<file path="config.mk">
export PLATFORM = sky130hd
export DESIGN_NAME = adv_config_sequencer
export DESIGN_NICKNAME = d
export VERILOG_FILES = /design/src/rtl/adv_config_pkg.sv /design/src/rtl/adv_config_rom.sv /design/src/rtl/adv_config_sequencer.sv
export SDC_FILE = /design/constraint.sdc
export NUM_CORES = 1
export LEC_CHECK = 0
export ABC_AREA = 1
export BUFFER_PORTS_ARGS = -buffer_cell sky130_fd_sc_hd__buf_2
export CAP_MARGIN = 20
export CORE_ASPECT_RATIO = 1.25
export CORE_MARGIN = 2
export CORE_UTILIZATION = 45
export CTS_BUF_LIST = sky130_fd_sc_hd__clkbuf_8 sky130_fd_sc_hd__clkbuf_16
export CTS_CLUSTER_DIAMETER = 100
export DETAILED_ROUTE_END_ITERATION = 10
export PLACE_DENSITY_LB_ADDON = 0.12
export SLEW_MARGIN = 5
export SYNTH_ARGS = -nofsm -noshare
export SYNTH_HDL_FRONTEND = slang
export SYNTH_SLANG_ARGS = --single-unit
</file>
<file path="constraint.sdc">
create_clock -name Clock -period 2.86 [get_ports Clock]
set_input_delay 0.286 -clock Clock [delete_from_list [all_inputs] [get_ports Clock]]
set_output_delay 0.286 -clock Clock [all_outputs]
set_load 0.03 [all_outputs]
</file>
<file path="src/rtl/adv_config_pkg.sv">
// Shared definitions for the ADV7513 power-up configuration sequencer.
//   cfg_state_e   : sequencer FSM states
//   ADV_DEV_ADDR  : 7-bit I2C address of the ADV7513
//   ADV_TABLE     : {reg_addr, reg_data} write list, applied in index order
package adv_config_pkg;

   typedef enum logic [2:0] {
      ST_IDLE,
      ST_ISSUE,
      ST_WAIT_DONE,
      ST_NEXT,
      ST_DONE,
      ST_ERROR
   } cfg_state_e;

   localparam logic [6:0] ADV_DEV_ADDR  = 7'h39;
   localparam int         ADV_TABLE_LEN = 16;

   // The first nine entries are the mandatory power-up writes; the rest set
   // up a plain 24-bit RGB 4:4:4 HDMI output.
   localparam logic [15:0] ADV_TABLE [ADV_TABLE_LEN] = '{
      16'h41_10,  // power up
      16'h98_03,  // fixed
      16'h9A_E0,  // fixed
      16'h9C_30,  // fixed
      16'h9D_61,  // fixed
      16'hA2_A4,  // fixed
      16'hA3_A4,  // fixed
      16'hE0_D0,  // fixed
      16'hF9_00,  // fixed
      16'h15_00,  // input ID: 24-bit RGB 4:4:4
      16'h16_30,  // output 4:4:4, 8 bit
      16'h17_02,  // 16:9 aspect
      16'h18_46,  // CSC disabled
      16'hAF_06,  // HDMI mode
      16'hBA_60,  // clock delay
      16'hD6_C0   // HPD forced high internally
   };

endpackage

</file>
<file path="src/rtl/adv_config_rom.sv">
// Combinational lookup of the configuration table.
//   index    : table entry number
//   reg_addr : ADV7513 register address of that entry (0 past the table end)
//   reg_data : value written to that register (0 past the table end)
module adv_config_rom
   import adv_config_pkg::*;
(
   input  logic [7:0] index,
   output logic [7:0] reg_addr,
   output logic [7:0] reg_data
);

   logic [15:0] entry;

   always_comb begin
      entry = 16'h0000;
      if (index < 8'(ADV_TABLE_LEN)) entry = ADV_TABLE[index[3:0]];
   end

   assign reg_addr = entry[15:8];
   assign reg_data = entry[7:0];

endmodule

</file>
<file path="src/rtl/adv_config_sequencer.sv">
// Writes the ADV7513 configuration table over an external I2C master, with
// retry on NACK/timeout and restart on a debounced hot-plug detect.
//   Clock, Reset_n      : sequencer clock, async active-low reset
//   Start               : one-cycle request to run the table
//   HPD                 : raw hot-plug detect (asynchronous)
//   I2C_Req/DevAddr/RegAddr/RegData : write request to the master
//   I2C_Done, I2C_Nack  : end-of-transaction pulse and its NACK flag
//   Busy, Cfg_Done, Cfg_Error, Err_Index : sequence status
//
// state        | meaning
// ST_IDLE      | nothing run yet, or sequence abandoned after HPD loss
// ST_ISSUE     | one-cycle I2C_Req for the current entry
// ST_WAIT_DONE | waiting for I2C_Done or the timeout
// ST_NEXT      | entry accepted, advance the index
// ST_DONE      | whole table written
// ST_ERROR     | retries exhausted on Err_Index
module adv_config_sequencer #(
   parameter int         NUM_REGS     = 16,
   parameter logic [6:0] DEV_ADDR     = adv_config_pkg::ADV_DEV_ADDR,
   parameter int         DEBOUNCE_CYC = 1000,
   parameter int         RETRY_MAX    = 3,
   parameter int         TIMEOUT_CYC  = 4096
) (
   input  logic       Clock,
   input  logic       Reset_n,
   input  logic       Start,
   input  logic       HPD,
   output logic       I2C_Req,
   output logic [6:0] I2C_DevAddr,
   output logic [7:0] I2C_RegAddr,
   output logic [7:0] I2C_RegData,
   input  logic       I2C_Done,
   input  logic       I2C_Nack,
   output logic       Busy,
   output logic       Cfg_Done,
   output logic       Cfg_Error,
   output logic [7:0] Err_Index
);
   import adv_config_pkg::*;

   localparam int DW = $clog2(DEBOUNCE_CYC + 1);
   localparam int TW = $clog2(TIMEOUT_CYC + 1);
   localparam int RW = $clog2(RETRY_MAX + 2);
   localparam logic [DW-1:0] DB_RELOAD = DW'(DEBOUNCE_CYC - 1);
   localparam logic [TW-1:0] TO_RELOAD = TW'(TIMEOUT_CYC - 1);
   localparam logic [RW-1:0] RETRY_LIM = RW'(RETRY_MAX);
   localparam logic [7:0]    LAST_IDX  = 8'(NUM_REGS - 1);

   cfg_state_e    state, state_nxt;
   logic [7:0]    idx, idx_nxt;
   logic [RW-1:0] retry, retry_nxt;
   logic [TW-1:0] to_cnt;
   logic [DW-1:0] db_cnt;
   logic          hpd_meta, hpd_sync, hpd_ok, hpd_ok_d;
   logic          hpd_rise, hpd_fall;
   logic          abort_pend, abort_nxt;
   logic          done_nxt, error_nxt, busy;
   logic [7:0]    err_idx_nxt;

   // HPD must disagree with the accepted level for DEBOUNCE_CYC consecutive
   // cycles before the new level is taken.
   always_ff @(posedge Clock or negedge Reset_n) begin
      if (!Reset_n) begin
         hpd_meta <= 1'b0;
         hpd_sync <= 1'b0;
         hpd_ok   <= 1'b0;
         hpd_ok_d <= 1'b0;
         db_cnt   <= DB_RELOAD;
      end else begin
         hpd_meta <= HPD;
         hpd_sync <= hpd_meta;
         hpd_ok_d <= hpd_ok;
         if (hpd_sync == hpd_ok) begin
            db_cnt <= DB_RELOAD;
         end else if (db_cnt == '0) begin
            hpd_ok <= hpd_sync;
            db_cnt <= DB_RELOAD;
         end else begin
            db_cnt <= db_cnt - 1'b1;
         end
      end
   end

   assign hpd_rise = hpd_ok & ~hpd_ok_d;
   assign hpd_fall = ~hpd_ok & hpd_ok_d;

   // Reloaded on every issue; reaching zero in WAIT_DONE means TIMEOUT_CYC
   // waiting cycles have passed without I2C_Done.
   always_ff @(posedge Clock or negedge Reset_n) begin
      if (!Reset_n) begin
         to_cnt <= TO_RELOAD;
      end else if (state == ST_ISSUE) begin
         to_cnt <= TO_RELOAD;
      end else if (state == ST_WAIT_DONE && to_cnt != '0) begin
         to_cnt <= to_cnt - 1'b1;
      end
   end

   always_ff @(posedge Clock or negedge Reset_n) begin
      if (!Reset_n) begin
         state      <= ST_IDLE;
         idx        <= '0;
         retry      <= '0;
         abort_pend <= 1'b0;
         Cfg_Done   <= 1'b0;
         Cfg_Error  <= 1'b0;
         Err_Index  <= '0;
      end else begin
         state      <= state_nxt;
         idx        <= idx_nxt;
         retry      <= retry_nxt;
         abort_pend <= abort_nxt;
         Cfg_Done   <= done_nxt;
         Cfg_Error  <= error_nxt;
         Err_Index  <= err_idx_nxt;
      end
   end

   always_comb begin
      state_nxt   = state;
      idx_nxt     = idx;
      retry_nxt   = retry;
      done_nxt    = Cfg_Done;
      error_nxt   = Cfg_Error;
      err_idx_nxt = Err_Index;
      busy        = (state == ST_ISSUE) || (state == ST_WAIT_DONE) || (state == ST_NEXT);
      // HPD loss is remembered so the outstanding transaction can finish first.
      abort_nxt   = abort_pend || (busy && hpd_fall);
      case (state)
         ST_IDLE, ST_DONE, ST_ERROR: begin
            if (Start || hpd_rise) begin
               state_nxt = ST_ISSUE;
               idx_nxt   = '0;
               retry_nxt = '0;
               done_nxt  = 1'b0;
               error_nxt = 1'b0;
               abort_nxt = 1'b0;
            end
         end
         ST_ISSUE: state_nxt = ST_WAIT_DONE;
         ST_WAIT_DONE: begin
            if (I2C_Done || to_cnt == '0) begin
               if (abort_nxt) begin
                  state_nxt = ST_IDLE;
                  abort_nxt = 1'b0;
                  done_nxt  = 1'b0;
                  error_nxt = 1'b0;
               end else if (I2C_Done && !I2C_Nack) begin
                  state_nxt = ST_NEXT;
               end else if (retry < RETRY_LIM) begin
                  retry_nxt = retry + 1'b1;
                  state_nxt = ST_ISSUE;
               end else begin
                  state_nxt   = ST_ERROR;
                  error_nxt   = 1'b1;
                  err_idx_nxt = idx;
               end
            end
         end
         ST_NEXT: begin
            retry_nxt = '0;
            idx_nxt   = idx + 8'd1;
            if (abort_nxt) begin
               state_nxt = ST_IDLE;
               abort_nxt = 1'b0;
               done_nxt  = 1'b0;
               error_nxt = 1'b0;
            end else if (idx == LAST_IDX) begin
               state_nxt = ST_DONE;
               done_nxt  = 1'b1;
            end else begin
               state_nxt = ST_ISSUE;
            end
         end
         default: state_nxt = ST_IDLE;
      endcase
   end

   assign Busy        = busy;
   assign I2C_Req     = (state == ST_ISSUE);
   assign I2C_DevAddr = DEV_ADDR;

   adv_config_rom u_rom (
      .index    (idx),
      .reg_addr (I2C_RegAddr),
      .reg_data (I2C_RegData)
   );

endmodule

</file>
==> flow_metrics.tcl <==
set metrics [dict create \
    grt_start_max_net_pins 53 \
    largest_stage_delay_on_the_critical_path_ns 0.48 \
    synth-main-ff-cell "dfrtp_1" \
    drc 0 \
    worst-endpoint-arrival_ns 2.06 \
    fin_skew_ns 0.0109 \
    synthCells 413 \
    clk_transition_reported_paths_ns 0.10 \
    place_hpwl_um 5140 \
    grt_setup_unrepaired "false" \
    number_of_fill_cells 697 \
    wl_um 6820 \
    timing.setup.tns_ns 0 \
    total_i_o_pin_count 41 \
    outcome "finished clean" \
    syn_avg_cell_area_um2 7.92 \
    floorplan.initialDensity_pct 46.6 \
    report.final.hold_viol_count 0 \
    period_minus_slack_ns 2.35 \
    max-vdd-ir-drop_mv 0.644 \
    cts_tree "yes" \
    max_freq_mhz 426 \
    synth.distinct_cells 40 \
    worst_slew_margin_rel_pct 49.7 \
    cts_buffers 5 \
    synthArstFlopShare_pct 100 \
    worst_path_max_delay_cell "dfrtp_1" \
    yosys_warning_count 0 \
    core.rowCount 34 \
    period_utilization_post_route_pct 82.1 \
    grt.overflow.total 0 \
    placeableCoreArea_mm2 0.00702 \
    setup.worst_path.end_class "output pin" \
    finalSetupViolations 0 \
    max-cap-violations 0 \
    cell_by_cell_listing_of_the_critical_path "inv_1, ha_1, nand2_1, nand2_1, inv_1, o21ai_0, a21oi_1, buf_2" \
    worst_setup_path_start_kind "flip-flop" \
    route.vias.total 2704 \
    report.power.total_uw 3320 \
    fp.dieArea_mm2 0.00797 \
    crit_fanout 8 \
    synth_sequential_area_ratio_pct 40.6 \
    antenna_violating_nets_post_route 0 \
    holdCritPathClass "input pin to flip-flop" \
    tritoncts_num_sinks 52 \
    routed_vias_inst 5.04 \
    layout-area-overhead-vs-synth_pct 9.56 \
    clk_latency_ns 0.31 \
    p_leak_uw 0.00177 \
    yosys_register_bits 52 \
    synth_edf_count 0 \
    crit_type "flip-flop to output pin" \
    gp_congestion 0.879 \
    first_pass_iters 4 \
    worst_pin_slew_ns 0.747 \
    final_layout_size_suffix_gt1_share_pct 20.9 \
    number_of_global_route_vias_before_repair 2645 \
    grt_antenna_before_repair 0 \
    cts_setup_buffers 0 \
    slew_violations 0 \
    grt_pass1_wl_um 11700 \
    place.port_buffers 32 \
    grt_usage_pct 18.3 \
    final_core_utilization_pct 51.1 \
    design.final.nets 465 \
    syn-cell-area_mm2 0.00327 \
    post_cts_gate_resize_count 0 \
    initialDrtViolationCount 114 \
    cp.required_ns 2.57 \
    powerDensity_mw_per_mm2 927 \
    cts-root-buf "clkbuf_8" \
    htree_levels 2 \
    die_h_um 99.3 \
    holdBufCountCts 1 \
    wire_length_per_cell_um 12.7 \
    horizontal_die_dimension_um 80.3 \
    antenna_cells_inserted 0 \
    clock_path_buffers 2 \
    ff2ff_setup_slack_ns 1.04 \
]
[worst max-delay path, delay by kind of cell (launching register included)]
kind / cells / cell delay [ns]
buffers and inverters: 3 / 0.50
DFF: 1 / 0.48
adders and majority gates: 1 / 0.37
AOI/OAI and AO/OA: 2 / 0.23
and+or+nand+nor: 2 / 0.18
[cell usage after synthesis, types with 2 or more instances]
library cell,n,area [µm²]
dfrtp_1,32,801
nand4_1,5,31.3
conb_1,2,7.51
nor2_4,3,33.8
nor2_1,49,184
nor2_2,2,12.5
xor2_1,7,61.3
nand2_4,5,56.3
clkbuf_1,4,15.0
a211oi_1,4,30.0
dfstp_2,20,526
o21ai_0,31,155
nor3_1,8,40.0
nand3_1,20,100
nand2_1,90,338
nand2_2,5,31.3
o21ai_2,9,78.8
nand3_2,2,20.0
ha_1,14,175
xnor2_1,8,70.1
o211ai_1,4,30.0
inv_1,44,165
a21oi_1,16,80.1
o21ai_1,4,20.0
or2_2,2,12.5
nand3b_1,2,15.0
buf_4,8,60.1
[kinds of logic after synthesis]
logic type,synth area share (%)
buffers and inverters,8.61
AO/OA/AOI/OAI,13.2
flip-flops,40.6
adder cells (fa/ha/maj),5.36
AND/OR/NAND/NOR,28.1
XOR/XNOR,4.02
other,0.230
[stage by stage]
stage / std cells / area (µm²) / worst slack (ns) / hold slack (ns)
5_1_grt: 536 / 3580 / 0.333 / 0.0688
3_3_place_gp: 527 / 3480 / 0.941 / 0.304
3_5_place_dp: 527 / 3480 / 0.878 / 0.305
6_report: 536 / 3580 / 0.513 / 0.0853
4_1_cts: 536 / 3580 / 0.534 / 0.0717
2_1_floorplan: 419 / 3290 / 0.740 / -0.00959
[per-layer routing]
metal | part of all wire, % | global-route usage [%]
met5 | 0 | 0
met4 | 1.9 | 6.00
met3 | 4.3 | 2.99
met2 | 50 | 32.8
met1 | 44 | 22.1
[report_power, final]
part / internal, µW / leakage, µW / switching (µW)
clock: 179 / 0.0000452 / 260
sequential: 921 / 0.000645 / 170
combinational: 540 / 0.00108 / 1250
[area by class of cell]
class | instances | area (µm²) | area share, %
Tap cell | 90 | 113 | 3.14
Timing Repair Buffer | 34 | 190 | 5.31
Inverter | 46 | 175 | 4.89
Multi-Input combinational cell | 306 | 1690 | 47.0
Sequential cell | 52 | 1330 | 37.0
Clock inverter | 3 | 25.0 | 0.698
Clock buffer | 5 | 68.8 | 1.92
[cell usage in the layout, fill, tap and decap left out, types with 8 or more instances in the layout]
cell / synthesis / layout
buf_2: 1 / 32
o21ai_0: 31 / 31
nor3_1: 8 / 8
xnor2_1: 8 / 8
inv_1: 44 / 44
a21oi_1: 16 / 16
dfstp_2: 20 / 20
nand2_1: 90 / 90
ha_1: 14 / 14
conb_1: 2 / 8
nand3_1: 20 / 20
nor2_1: 49 / 49
o21ai_2: 9 / 9
dfrtp_1: 32 / 32
[worst paths after layout]
check                              start        endpoint  cells past startpoint
worst max register to register    idx[3]          idx[7]                      6
worst max-delay path              idx[0]  I2C_RegData[6]                      8
min in group asynchronous        Reset_n        hpd_meta                      3
max in group asynchronous        Reset_n       to_cnt[7]                      3
worst min register to register  hpd_meta        hpd_sync                      0
worst min-delay path                 HPD        hpd_meta                      1
[sequential cells by signal, summed over array words and instances, names as in the netlist]
register    cells
hpd_ok_d        1
Cfg_Done        1
abort_pend      1
to_cnt         13
idx             8
hpd_sync        1
retry           3
state           3
db_cnt         10
hpd_meta        1
hpd_ok          1
Cfg_Error       1
Err_Index       8
Note: power is estimated with default switching activity, not from simulation.
